## config.mk

```make
export PLATFORM = sky130hd
export DESIGN_NAME = or1200_thread_sched_flat
export DESIGN_NICKNAME = d
export VERILOG_FILES = /design/src/rtl/or1200_thread_sched_pkg.sv /design/src/rtl/or1200_thread_sched_if.sv /design/src/rtl/or1200_thread_rr_pick.sv /design/src/rtl/or1200_thread_sched.sv /design/src/flat_wrapper.sv
export SDC_FILE = /design/constraint.sdc
export NUM_CORES = 1
export LEC_CHECK = 0
export BUFFER_PORTS_ARGS = -buffer_cell sky130_fd_sc_hd__buf_2
export CAP_MARGIN = 20
export CORE_ASPECT_RATIO = 1.5
export CORE_MARGIN = 2
export CORE_UTILIZATION = 54
export CTS_BUF_LIST = sky130_fd_sc_hd__clkbuf_8
export CTS_CLUSTER_DIAMETER = 200
export DETAILED_ROUTE_END_ITERATION = 10
export HOLD_SLACK_MARGIN = 0.1
export PLACE_DENSITY = 0.83
export SKIP_CTS_REPAIR_TIMING = 1
export SYNTH_ARGS = -nofsm -noshare
export SYNTH_HDL_FRONTEND = slang
export SYNTH_SLANG_ARGS = --single-unit
```

## constraint.sdc

```tcl
create_clock -name clk -period 3.1 [get_ports clk]
set_input_delay 0.155 -clock clk [delete_from_list [all_inputs] [get_ports clk]]
set_output_delay 0.155 -clock clk [all_outputs]
set_load 0.01 [all_outputs]
```

## src/rtl/or1200_thread_sched_pkg.sv

```systemverilog
`default_nettype none
// ============================================================================
//  Module   : or1200_thread_sched_pkg
//  Purpose  : Shared thread-state encodings and scheduler defaults.
//  Revision : 1.0 - initial release
// ============================================================================
package or1200_thread_sched_pkg;

    localparam int c_OR1200_NTHREADS       = 8;
    localparam int c_OR1200_THREAD_WIDTH   = 3;
    localparam int c_OR1200_TSCHED_QUANTUM = 1;
    localparam int c_QCNT_W                = 4;

    typedef enum logic [1:0] {
        TSTATE_DIS  = 2'd0,
        TSTATE_RDY  = 2'd1,
        TSTATE_WAIT = 2'd2,
        TSTATE_EXC  = 2'd3
    } tstate_e;

endpackage
`default_nettype wire

```

## src/rtl/or1200_thread_sched_if.sv

```systemverilog
`default_nettype none
// ============================================================================
//  Module   : or1200_thread_sched_if
//  Purpose  : Event inputs and grant outputs of the per-cycle thread scheduler.
//  Revision : 1.0 - initial release
// ============================================================================
interface or1200_thread_sched_if
    import or1200_thread_sched_pkg::*;
#(
    parameter int NTHREADS = c_OR1200_NTHREADS,
    parameter int TID_W    = c_OR1200_THREAD_WIDTH
);

    logic [NTHREADS-1:0] thread_en;
    logic                wait_set;
    logic [TID_W-1:0]    wait_set_tid;
    logic                wait_clr;
    logic [TID_W-1:0]    wait_clr_tid;
    logic                except_start;
    logic [TID_W-1:0]    except_thread;
    logic                genpc_freeze;
    logic                sched_valid;
    logic [TID_W-1:0]    sched_thread;
    logic                sched_except;
    logic [NTHREADS-1:0] thread_busy;

    modport master (
        output thread_en, wait_set, wait_set_tid, wait_clr, wait_clr_tid,
               except_start, except_thread, genpc_freeze,
        input  sched_valid, sched_thread, sched_except, thread_busy
    );

    modport slave (
        input  thread_en, wait_set, wait_set_tid, wait_clr, wait_clr_tid,
               except_start, except_thread, genpc_freeze,
        output sched_valid, sched_thread, sched_except, thread_busy
    );

endinterface
`default_nettype wire

```

## src/rtl/or1200_thread_rr_pick.sv

```systemverilog
`default_nettype none
// ============================================================================
//  Module   : or1200_thread_rr_pick
//  Purpose  : Rotating-priority finder: first set request at or after start.
//  Revision : 1.0 - initial release
// ============================================================================
module or1200_thread_rr_pick
    import or1200_thread_sched_pkg::*;
#(
    parameter int NTHREADS = c_OR1200_NTHREADS,
    parameter int TID_W    = c_OR1200_THREAD_WIDTH
) (
    input  wire logic [NTHREADS-1:0] i_req,
    input  wire logic [TID_W-1:0]    i_start,
    output logic                     o_found,
    output logic [TID_W-1:0]         o_index
);

    logic [TID_W-1:0] w_idx;

    // Scan farthest-to-nearest so the closest request is written last;
    // the index wraps naturally because NTHREADS is a power of two.
    always_comb begin
        o_found = 1'b0;
        o_index = i_start;
        w_idx   = '0;
        for (int i = NTHREADS - 1; i >= 0; i--) begin
            w_idx = i_start + TID_W'(i);
            if (i_req[w_idx]) begin
                o_found = 1'b1;
                o_index = w_idx;
            end
        end
    end

endmodule
`default_nettype wire

```

## src/rtl/or1200_thread_sched.sv

```systemverilog
`default_nettype none
// ============================================================================
//  Module   : or1200_thread_sched
//  Purpose  : Per-cycle hardware-thread scheduler feeding or1200_genpc.
//  Revision : 1.0 - initial release
// ============================================================================
module or1200_thread_sched
    import or1200_thread_sched_pkg::*;
#(
    parameter int NTHREADS = c_OR1200_NTHREADS,
    parameter int TID_W    = c_OR1200_THREAD_WIDTH,
    parameter int QUANTUM  = c_OR1200_TSCHED_QUANTUM
) (
    input  wire logic            clk,
    input  wire logic            rst,
    or1200_thread_sched_if.slave bus
);

    localparam logic [c_QCNT_W-1:0] c_QLIMIT = c_QCNT_W'(QUANTUM - 1);

    tstate_e             r_state     [NTHREADS];
    tstate_e             w_state_nxt [NTHREADS];
    logic [NTHREADS-1:0] w_exc_req;
    logic [NTHREADS-1:0] w_rdy_req;
    logic                w_exc_found;
    logic [TID_W-1:0]    w_exc_idx;
    logic                w_rdy_found;
    logic [TID_W-1:0]    w_rdy_idx;
    logic [TID_W-1:0]    w_rr_start;

    logic [TID_W-1:0]    r_rr,     w_rr_nxt;
    logic [c_QCNT_W-1:0] r_qcnt,   w_qcnt_nxt;
    logic                r_valid,  w_valid_nxt;
    logic [TID_W-1:0]    r_thread, w_thread_nxt;
    logic                r_except, w_except_nxt;
    logic [NTHREADS-1:0] r_busy,   w_busy_nxt;
    logic                w_hold;
    logic                w_exc_take;

    always_comb begin
        w_exc_req = '0;
        w_rdy_req = '0;
        for (int t = 0; t < NTHREADS; t++) begin
            w_exc_req[t] = (r_state[t] == TSTATE_EXC);
            w_rdy_req[t] = (r_state[t] == TSTATE_RDY);
        end
    end

    assign w_rr_start = r_rr + TID_W'(1);

    or1200_thread_rr_pick #(
        .NTHREADS (NTHREADS),
        .TID_W    (TID_W)
    ) u_exc_pick (
        .i_req   (w_exc_req),
        .i_start ('0),
        .o_found (w_exc_found),
        .o_index (w_exc_idx)
    );

    or1200_thread_rr_pick #(
        .NTHREADS (NTHREADS),
        .TID_W    (TID_W)
    ) u_rdy_pick (
        .i_req   (w_rdy_req),
        .i_start (w_rr_start),
        .o_found (w_rdy_found),
        .o_index (w_rdy_idx)
    );

    // Grant selection. Exception grants leave the rotation untouched so
    // normal round-robin resumes where it left off.
    always_comb begin
        w_valid_nxt  = r_valid;
        w_thread_nxt = r_thread;
        w_except_nxt = r_except;
        w_rr_nxt     = r_rr;
        w_qcnt_nxt   = r_qcnt;
        w_exc_take   = 1'b0;
        w_hold       = r_valid && !r_except &&
                       (r_state[r_rr] == TSTATE_RDY) && (r_qcnt < c_QLIMIT);
        if (!bus.genpc_freeze) begin
            if (w_exc_found) begin
                w_valid_nxt  = 1'b1;
                w_thread_nxt = w_exc_idx;
                w_except_nxt = 1'b1;
                w_exc_take   = 1'b1;
            end else if (w_hold) begin
                w_valid_nxt  = 1'b1;
                w_thread_nxt = r_rr;
                w_except_nxt = 1'b0;
                w_qcnt_nxt   = r_qcnt + c_QCNT_W'(1);
            end else if (w_rdy_found) begin
                w_valid_nxt  = 1'b1;
                w_thread_nxt = w_rdy_idx;
                w_except_nxt = 1'b0;
                w_rr_nxt     = w_rdy_idx;
                w_qcnt_nxt   = '0;
            end else begin
                w_valid_nxt  = 1'b0;
            end
        end
    end

    // Per-thread next state, highest-priority event first. wait_set is
    // checked before wait_clr so a same-cycle set/clear leaves it waiting.
    always_comb begin
        w_busy_nxt = '0;
        for (int t = 0; t < NTHREADS; t++) begin
            w_state_nxt[t] = r_state[t];
            if (!bus.thread_en[t]) begin
                w_state_nxt[t] = TSTATE_DIS;
            end else if (bus.except_start && (bus.except_thread == TID_W'(t))) begin
                w_state_nxt[t] = TSTATE_EXC;
            end else if (r_state[t] == TSTATE_EXC) begin
                if (w_exc_take && (w_exc_idx == TID_W'(t))) begin
                    w_state_nxt[t] = TSTATE_RDY;
                end
            end else if (bus.wait_set && (bus.wait_set_tid == TID_W'(t)) &&
                         (r_state[t] != TSTATE_DIS)) begin
                w_state_nxt[t] = TSTATE_WAIT;
            end else if (bus.wait_clr && (bus.wait_clr_tid == TID_W'(t)) &&
                         (r_state[t] == TSTATE_WAIT)) begin
                w_state_nxt[t] = TSTATE_RDY;
            end else if (r_state[t] == TSTATE_DIS) begin
                w_state_nxt[t] = TSTATE_RDY;
            end
            w_busy_nxt[t] = (w_state_nxt[t] != TSTATE_DIS);
        end
    end

    always_ff @(posedge clk) begin
        if (rst) begin
            for (int t = 0; t < NTHREADS; t++) begin
                r_state[t] <= TSTATE_DIS;
            end
            r_rr     <= TID_W'(NTHREADS - 1);
            r_qcnt   <= '0;
            r_valid  <= 1'b0;
            r_thread <= '0;
            r_except <= 1'b0;
            r_busy   <= '0;
        end else begin
            for (int t = 0; t < NTHREADS; t++) begin
                r_state[t] <= w_state_nxt[t];
            end
            r_rr     <= w_rr_nxt;
            r_qcnt   <= w_qcnt_nxt;
            r_valid  <= w_valid_nxt;
            r_thread <= w_thread_nxt;
            r_except <= w_except_nxt;
            r_busy   <= w_busy_nxt;
        end
    end

    assign bus.sched_valid  = r_valid;
    assign bus.sched_thread = r_thread;
    assign bus.sched_except = r_except;
    assign bus.thread_busy  = r_busy;

endmodule
`default_nettype wire

```

## src/flat_wrapper.sv

```systemverilog
// flat-port wrapper written by rule: the top's interface ports become plain ports
module or1200_thread_sched_flat import or1200_thread_sched_pkg::*;
#(
    parameter int NTHREADS = c_OR1200_NTHREADS,
    parameter int TID_W    = c_OR1200_THREAD_WIDTH,
    parameter int QUANTUM  = c_OR1200_TSCHED_QUANTUM
)
  (clk, rst, bus_thread_en, bus_wait_set, bus_wait_set_tid, bus_wait_clr, bus_wait_clr_tid, bus_except_start, bus_except_thread, bus_genpc_freeze, bus_sched_valid, bus_sched_thread, bus_sched_except, bus_thread_busy);
  or1200_thread_sched_if #(.NTHREADS(NTHREADS), .TID_W(TID_W)) bus_i ();
  input  wire logic clk;
  input  wire logic rst;
  input wire logic [$bits(bus_i.thread_en)-1:0] bus_thread_en;
  input wire logic [$bits(bus_i.wait_set)-1:0] bus_wait_set;
  input wire logic [$bits(bus_i.wait_set_tid)-1:0] bus_wait_set_tid;
  input wire logic [$bits(bus_i.wait_clr)-1:0] bus_wait_clr;
  input wire logic [$bits(bus_i.wait_clr_tid)-1:0] bus_wait_clr_tid;
  input wire logic [$bits(bus_i.except_start)-1:0] bus_except_start;
  input wire logic [$bits(bus_i.except_thread)-1:0] bus_except_thread;
  input wire logic [$bits(bus_i.genpc_freeze)-1:0] bus_genpc_freeze;
  output wire logic [$bits(bus_i.sched_valid)-1:0] bus_sched_valid;
  output wire logic [$bits(bus_i.sched_thread)-1:0] bus_sched_thread;
  output wire logic [$bits(bus_i.sched_except)-1:0] bus_sched_except;
  output wire logic [$bits(bus_i.thread_busy)-1:0] bus_thread_busy;
  assign bus_i.thread_en = bus_thread_en;
  assign bus_i.wait_set = bus_wait_set;
  assign bus_i.wait_set_tid = bus_wait_set_tid;
  assign bus_i.wait_clr = bus_wait_clr;
  assign bus_i.wait_clr_tid = bus_wait_clr_tid;
  assign bus_i.except_start = bus_except_start;
  assign bus_i.except_thread = bus_except_thread;
  assign bus_i.genpc_freeze = bus_genpc_freeze;
  assign bus_sched_valid = bus_i.sched_valid;
  assign bus_sched_thread = bus_i.sched_thread;
  assign bus_sched_except = bus_i.sched_except;
  assign bus_thread_busy = bus_i.thread_busy;
  or1200_thread_sched #(.NTHREADS(NTHREADS), .TID_W(TID_W), .QUANTUM(QUANTUM)) u_core (.clk(clk), .rst(rst), .bus(bus_i));
endmodule
```

Word-level counts from Yosys, hierarchy flattened
Memory sizes are Yosys's and may differ from the RTL's. A register that Yosys moved wholly into a read port is not among the register bits.
Cells that the tools add are included.
- bits in registers: 20
- latch bits: 0
- bits in writable memories: 16
- memory bits (read-only): 0
- bits of input ports: 23
- output and inout bits: 13
- memories: 1
- add/subtract/negate cells: 9
- $mul: 0
- divide/modulo/power cells: 0
- magnitude comparators: 9
- equal/unequal tests: 53
- shift operators: 0
- mux-type cells: 130
- bitwise logic cells: 11
- reduce and logical (&&, ||, !) cells: 85
- memories (name ; depth ; bits a word ; rd ports ; clocked after memory_dff ; wr ports ; RTL line ; source):
    u_core.r_state ; 8 ; 2 ; 9 ; 1 ; 8 ; or1200_thread_sched.sv:21 ; tstate_e r_state [NTHREADS];
- operator list (kind ; count):
    $mux W2 ; 64
    $mux W3 ; 21
    $logic_and A1 B1 Y1 ; 51
    $eq A3 B3 Y1 const B ; 16
    $mux W1 ; 35
    $reduce_bool A2 Y1 ; 17
    $eq A2 B2 Y1 const B ; 16
    $lt A3 B4 Y1 const B ; 8
    $bmux W1 S3 ; 8
    $eq A3 B2 Y1 const B ; 8
    $eq A2 B1 Y1 const B ; 9
    $logic_not A2 Y1 ; 8
    $add A3 B3 Y3 const B ; 4
    $eq A3 B1 Y1 const B ; 4
    $logic_not A3 Y1 ; 4
    $mux W4 ; 2
    $or A1 B1 Y1 ; 8
    $add A3 B1 Y3 const B ; 2
    $add A3 B2 Y3 const B ; 2
    $add A4 B1 Y4 const B ; 1
    $lt A4 B1 Y1 const B ; 1
    $reduce_and A4 Y1 ; 1
    $not A1 Y1 ; 3
    $reduce_and A3 Y1 ; 1
    3 further kinds ; 3

Logic depth before layout (Yosys ltp)
An unclocked memory read counts as a cell.
- word-level depth: 18
- depth in mapped cells: 11

Cells and area by module
From an unflattened synthesis, not the netlist that was laid out.
- cells, all modules: 376
- area, all modules: 3358.2 um2
- by module, submodules not included (module ; instances ; cells each ; area an instance (um2) ; seq. area each (um2)):
    or1200_thread_sched ; 1 ; 182 ; 1629.1 ; 640.6
    or1200_thread_rr_pick at u_core.u_rdy_pick ; 1 ; 102 ; 938.4 ; 0.0
    or1200_thread_rr_pick at u_core.u_exc_pick ; 1 ; 92 ; 790.8 ; 0.0

Least setup slack after synthesis
OpenSTA, ideal clock, no wires.
- path kind: register to register
- start point: register u_core.r_rr[0]
- end point: register u_core.r_rr[0]
- setup time: 126 ps
- arrival: 3104 ps
- required time: 2974 ps
- path slack: -130 ps
- cell stages (with the launch flop): 11
- period minus slack after synthesis: 3230 ps
- cells stage by stage: dfxtp_1 -> buf_2 -> clkinv_1 -> ha_1 -> buf_2 -> mux4_1 -> mux2_4 -> or3_4 -> o211ai_2 -> or4_1 -> nand3_1
- cells in the longest elaborated chain, start to end: 13
- elaborated cells on any way between the ends: 41
- those cells by class: add/sub: 8; mux: 32; reduce/logical: 1
- ends and longest elaborated chain (item ; RTL line ; source):
    start: declaration ; or1200_thread_sched.sv:31 ; logic [TID_W-1:0] r_rr, w_rr_nxt;
    start signal: assignment ; or1200_thread_sched.sv:137 ; r_rr <= TID_W'(NTHREADS - 1);
    start signal: assignment ; or1200_thread_sched.sv:147 ; r_rr <= w_rr_nxt;
    $add A3 B1 Y3 * ; or1200_thread_sched.sv:49 ; assign w_rr_start = r_rr + TID_W'(1);
    $add A3 B3 Y3 ; or1200_thread_rr_pick.sv:28 ; w_idx = i_start + TID_W'(i);
    $bmux W1 S3 ; or1200_thread_rr_pick.sv:29 ; if (i_req[w_idx]) begin
    $mux W1 (implied by the code) ; or1200_thread_rr_pick.sv:29 ;
    $mux W1 (8 in a row) ; or1200_thread_rr_pick.sv:29 ;
    $reduce_and A4 Y1 (no line) ; - ;
Every way passes the cells marked *; elsewhere a longest branch is shown, timed or not. The select of a mux whose other input is x is not followed.
A chain may end at the register's enable or synchronous reset.

Worst setup path in the final report
- start point: register u_core.r_rr[0]
- end point: register u_core.r_thread[2] (netlist: u_core.bus.sched_thread[2])
- cells in the longest elaborated chain, start to end: 15
- elaborated cells on any way between the ends: 45
- those cells by class: add/sub: 8; mux: 35; reduce/logical: 2
- ends and longest elaborated chain (item ; RTL line ; source):
    $add A3 B1 Y3 * ; or1200_thread_sched.sv:49 ;
    $add A3 B3 Y3 ; or1200_thread_rr_pick.sv:28 ;
    $bmux W1 S3 ; or1200_thread_rr_pick.sv:29 ;
    $mux W1 (implied by the code) ; or1200_thread_rr_pick.sv:29 ;
    $mux W3 (8 in a row) ; or1200_thread_rr_pick.sv:29 ;
    $mux W3 ; or1200_thread_sched.sv:93 ; end else if (w_rdy_found) begin
    $mux W3 ; or1200_thread_sched.sv:88 ; end else if (w_hold) begin
    $mux W3 ; or1200_thread_sched.sv:83 ; if (w_exc_found) begin
    end signal: assignment ; or1200_thread_sched.sv:150 ; r_thread <= w_thread_nxt;
    end: declaration ; or1200_thread_sched.sv:34 ; logic [TID_W-1:0] r_thread, w_thread_nxt;
Marked as above.

==> flow_summary_export.csv <==
group,metric,value,unit
yosys,ys_ff_latch,32,
placed_design,place_congestion,0.936,
clock_network,cts_tree,"built",
global_routing,grt_pass1_vias,2595,
yosys,synth.avg_cell_area,8.66,sq um
cells_and_area,stdcell_area,3010,sq um
clock_network,ctsHtreeMaxLevel,2,
timing,min_period,2.95,ns
pwr,p_int,1.47,mW
timing,setup_violations,0,
clock_network,clk_latency,0.29,ns
timing,relSlewSlack,65.0,%
detailed_routing,final_antenna_net_count,0,
detailed_routing,dr.first_iter.drc_count,169,
worst_setup_path,cp.required,3.29,ns
worst_setup_path,cp-start-kind,"flip-flop",
yosys,synth_area_leader_cell,"dfxtp_1",
cells_and_area,fin_cells,412,
cells_and_area,antennaDiodeCount,0,
global_routing,grt.total_usage,28.1,%
timing,setup-tns-final,0,ns
pwr,switching_share,43.9,%
timing,slew_violations,0,
clock_network,cts_buffers,5,
pwr,p_switching,1.15,mW
floorplan,start_util,55.1,%
timing,fin_worst_skew,0.0110,ns
timing,tightestPinTransition,0.521,ns
global_routing,antenna_found_initial,0,
cells_and_area,syn_to_final_growth,15.4,%
global_routing,grt_pass1_wl,11.5,mm
pwr,clockPowerShare,15.3,%
yosys,postSynthCellCount,301,
detailed_routing,wl_per_cell,16.8,um
timing,period_share,95.0,%
yosys,ys_top_cells_by_area,"dfxtp_1, mux4_1, mux4_2",
pwr,combinationalPowerShare,65.7,%
yosys,yosysWarnings,0,
clock_network,cts.sinks,32,
clock_network,cts_buffer_depth,2,
detailed_routing,via_count,2605,
global_routing,grt_max_degree,21,
min_path,hold_path_class,"input port to flip-flop",
yosys,ys.flop_type,"dfxtp_1",
detailed_routing,drc,0,
worst_setup_path,arrival,3.13,ns
placed_design,dp_hpwl,5.54,mm
pwr,vdd_ir_drop_max,0.494,mV
worst_setup_path,crit_fanout,11,
worst_setup_path,cp-end-kind,"flip-flop",
floorplan,die_h,89.1,um
detailed_routing,vias_per_cell,6.32,
status,status,"complete, no violations",
placed_design,placed_area,2890,sq um
pwr,power_frac_seq,19.0,%
placed_design,portBuffers,35,
timing,rsz0062_at_grt,"false",
yosys,syn_nets,326,
floorplan,fp.dieArea,5410,sq um
flow_run,maxCapViolations,0,
placed_design,dp_cells,404,
worst_setup_path,crit_type,"flip-flop to flip-flop",
clock_network,cts_root_buffer,"clkbuf_8",
global_routing,grt_overflow_total,0,
pwr,powerDensity,873,nW/um^2
cells_and_area,layout-drive-gt1-share,21.4,%
floorplan,coreArea,4730,sq um
yosys,synth.most_common_cell,"dfxtp_1",
yosys,synth_edf_count,0,
timing,clock.fmax,340,MHz
yosys,yosysSeqAreaShare,24.6,%
yosys,syn_area,2610,sq um
yosys,synthTopCellsByCount,"dfxtp_1, nand2_1, nor2_1",
pwr,power,2.63,mW
cells_and_area,nets,370,
detailed_routing,drt-total-wl,6.93,mm
floorplan,ioPinCount,36,
floorplan,die_w,60.7,um
detailed_routing,dr.pass1.iters,4,
yosys,synthArstFlopShare,0,%
pwr,p_leak,1.28,nW
floorplan,rows,31,
cells_and_area,final_core_util,63.6,%
timing,final-hold-violation-count,0,
yosys,yosys.cell_types.count,69,
yosys,synthDominantCellAreaShare,24.6,%
clock_network,clkTransAtPathRegs,0.08,ns
-- metal layers --
layer,track usage (%),wire (um),up-vias
met3,5.07,296,32
met5,0,0,-
met1,29.0,2570,1238
met4,19.0,444,0
met2,49.9,3620,87
li1,-,-,1248
-- final timing paths --
check	start	to	slack (ns)	cells after the start
setup / recovery	u_core.r_rr[0]	u_core.bus.sched_thread[2]	0.15	9
hold / removal	bus_thread_en[0]	u_core.bus.thread_busy[0]	0.1	3
setup reg to reg	u_core.r_rr[0]	u_core.bus.sched_thread[2]	0.15	9
hold reg to reg	u_core.bus.sched_valid	u_core.bus.sched_valid	0.46	2
-- registers in the layout, indices dropped and copies added (netlist names) --
register,flops
u_core.bus.sched_valid,1
u_core.bus.sched_thread,3
u_core.bus.sched_except,1
u_core.r_rr,3
u_core.bus.thread_busy,8
u_core.r_state,16
-- area by class of cell --
class	count	area, sq um
clock inverters	3	42.5
flip-flops and latches	32	641
well taps	66	82.6
inverters	11	42.5
repair buffers	44	243
multi-input cells	251	1890
clock buffers	5	68.8
fillers	438	1720
-- cells in the final DEF (no fill, tap or decap), drive strengths merged, types with 10 or more instances in the layout --
cell | Yosys | layout
dfxtp | 32 | 32
mux4 | 14 | 14
nor2 | 22 | 22
o21ai | 16 | 16
nor2b | 18 | 18
nand3 | 11 | 11
a21oi | 13 | 13
buf | 5 | 44
nor3 | 10 | 10
nand2 | 27 | 27
nand2b | 11 | 11
-- critical path: stages, from the launching register on --
cell	delay (ns)
dfxtp_1	0.38
clkinv_2	0.07
ha_1	0.32
buf_4	0.21
mux4_1	0.59
mux2_4	0.30
or3_4	0.43
o31ai_2	0.34
a31oi_1	0.14
o41ai_1	0.07
-- metrics by stage --
step	hold slack (ns)	setup WS, ns
2_1_floorplan	0.246	0.0615
3_3_place_gp	0.380	0.275
3_5_place_dp	0.381	0.177
4_1_cts	0.0920	0.161
5_1_grt	0.134	0.000989
6_report	0.0970	0.155
-- power by group through the flow --
stage | clock network, mW | logic (mW) | registers, mW
detailed placement | 0 | 1.68 | 0.509
global placement | 0 | 1.64 | 0.506
floorplan | 0 | 1.28 | 0.509
global route | 0.421 | 1.88 | 0.505
finish | 0.401 | 1.72 | 0.499
CTS | 0.400 | 1.69 | 0.499
-- cell families (layout without fill, tap and decap cells) --
| family | after synthesis | in the layout | share of synthesized area [%] |
|---|---|---|---|
| buf+inv | 18 | 63 | 3.17 |
| xor+xnor | 4 | 4 | 1.97 |
| compound gates | 89 | 89 | 24.7 |
| flops | 32 | 32 | 24.6 |
| fa+ha+maj | 2 | 2 | 0.960 |
| simple gates | 131 | 131 | 27.0 |
| mux | 25 | 25 | 17.6 |
Power figures use the tool's default switching activity.
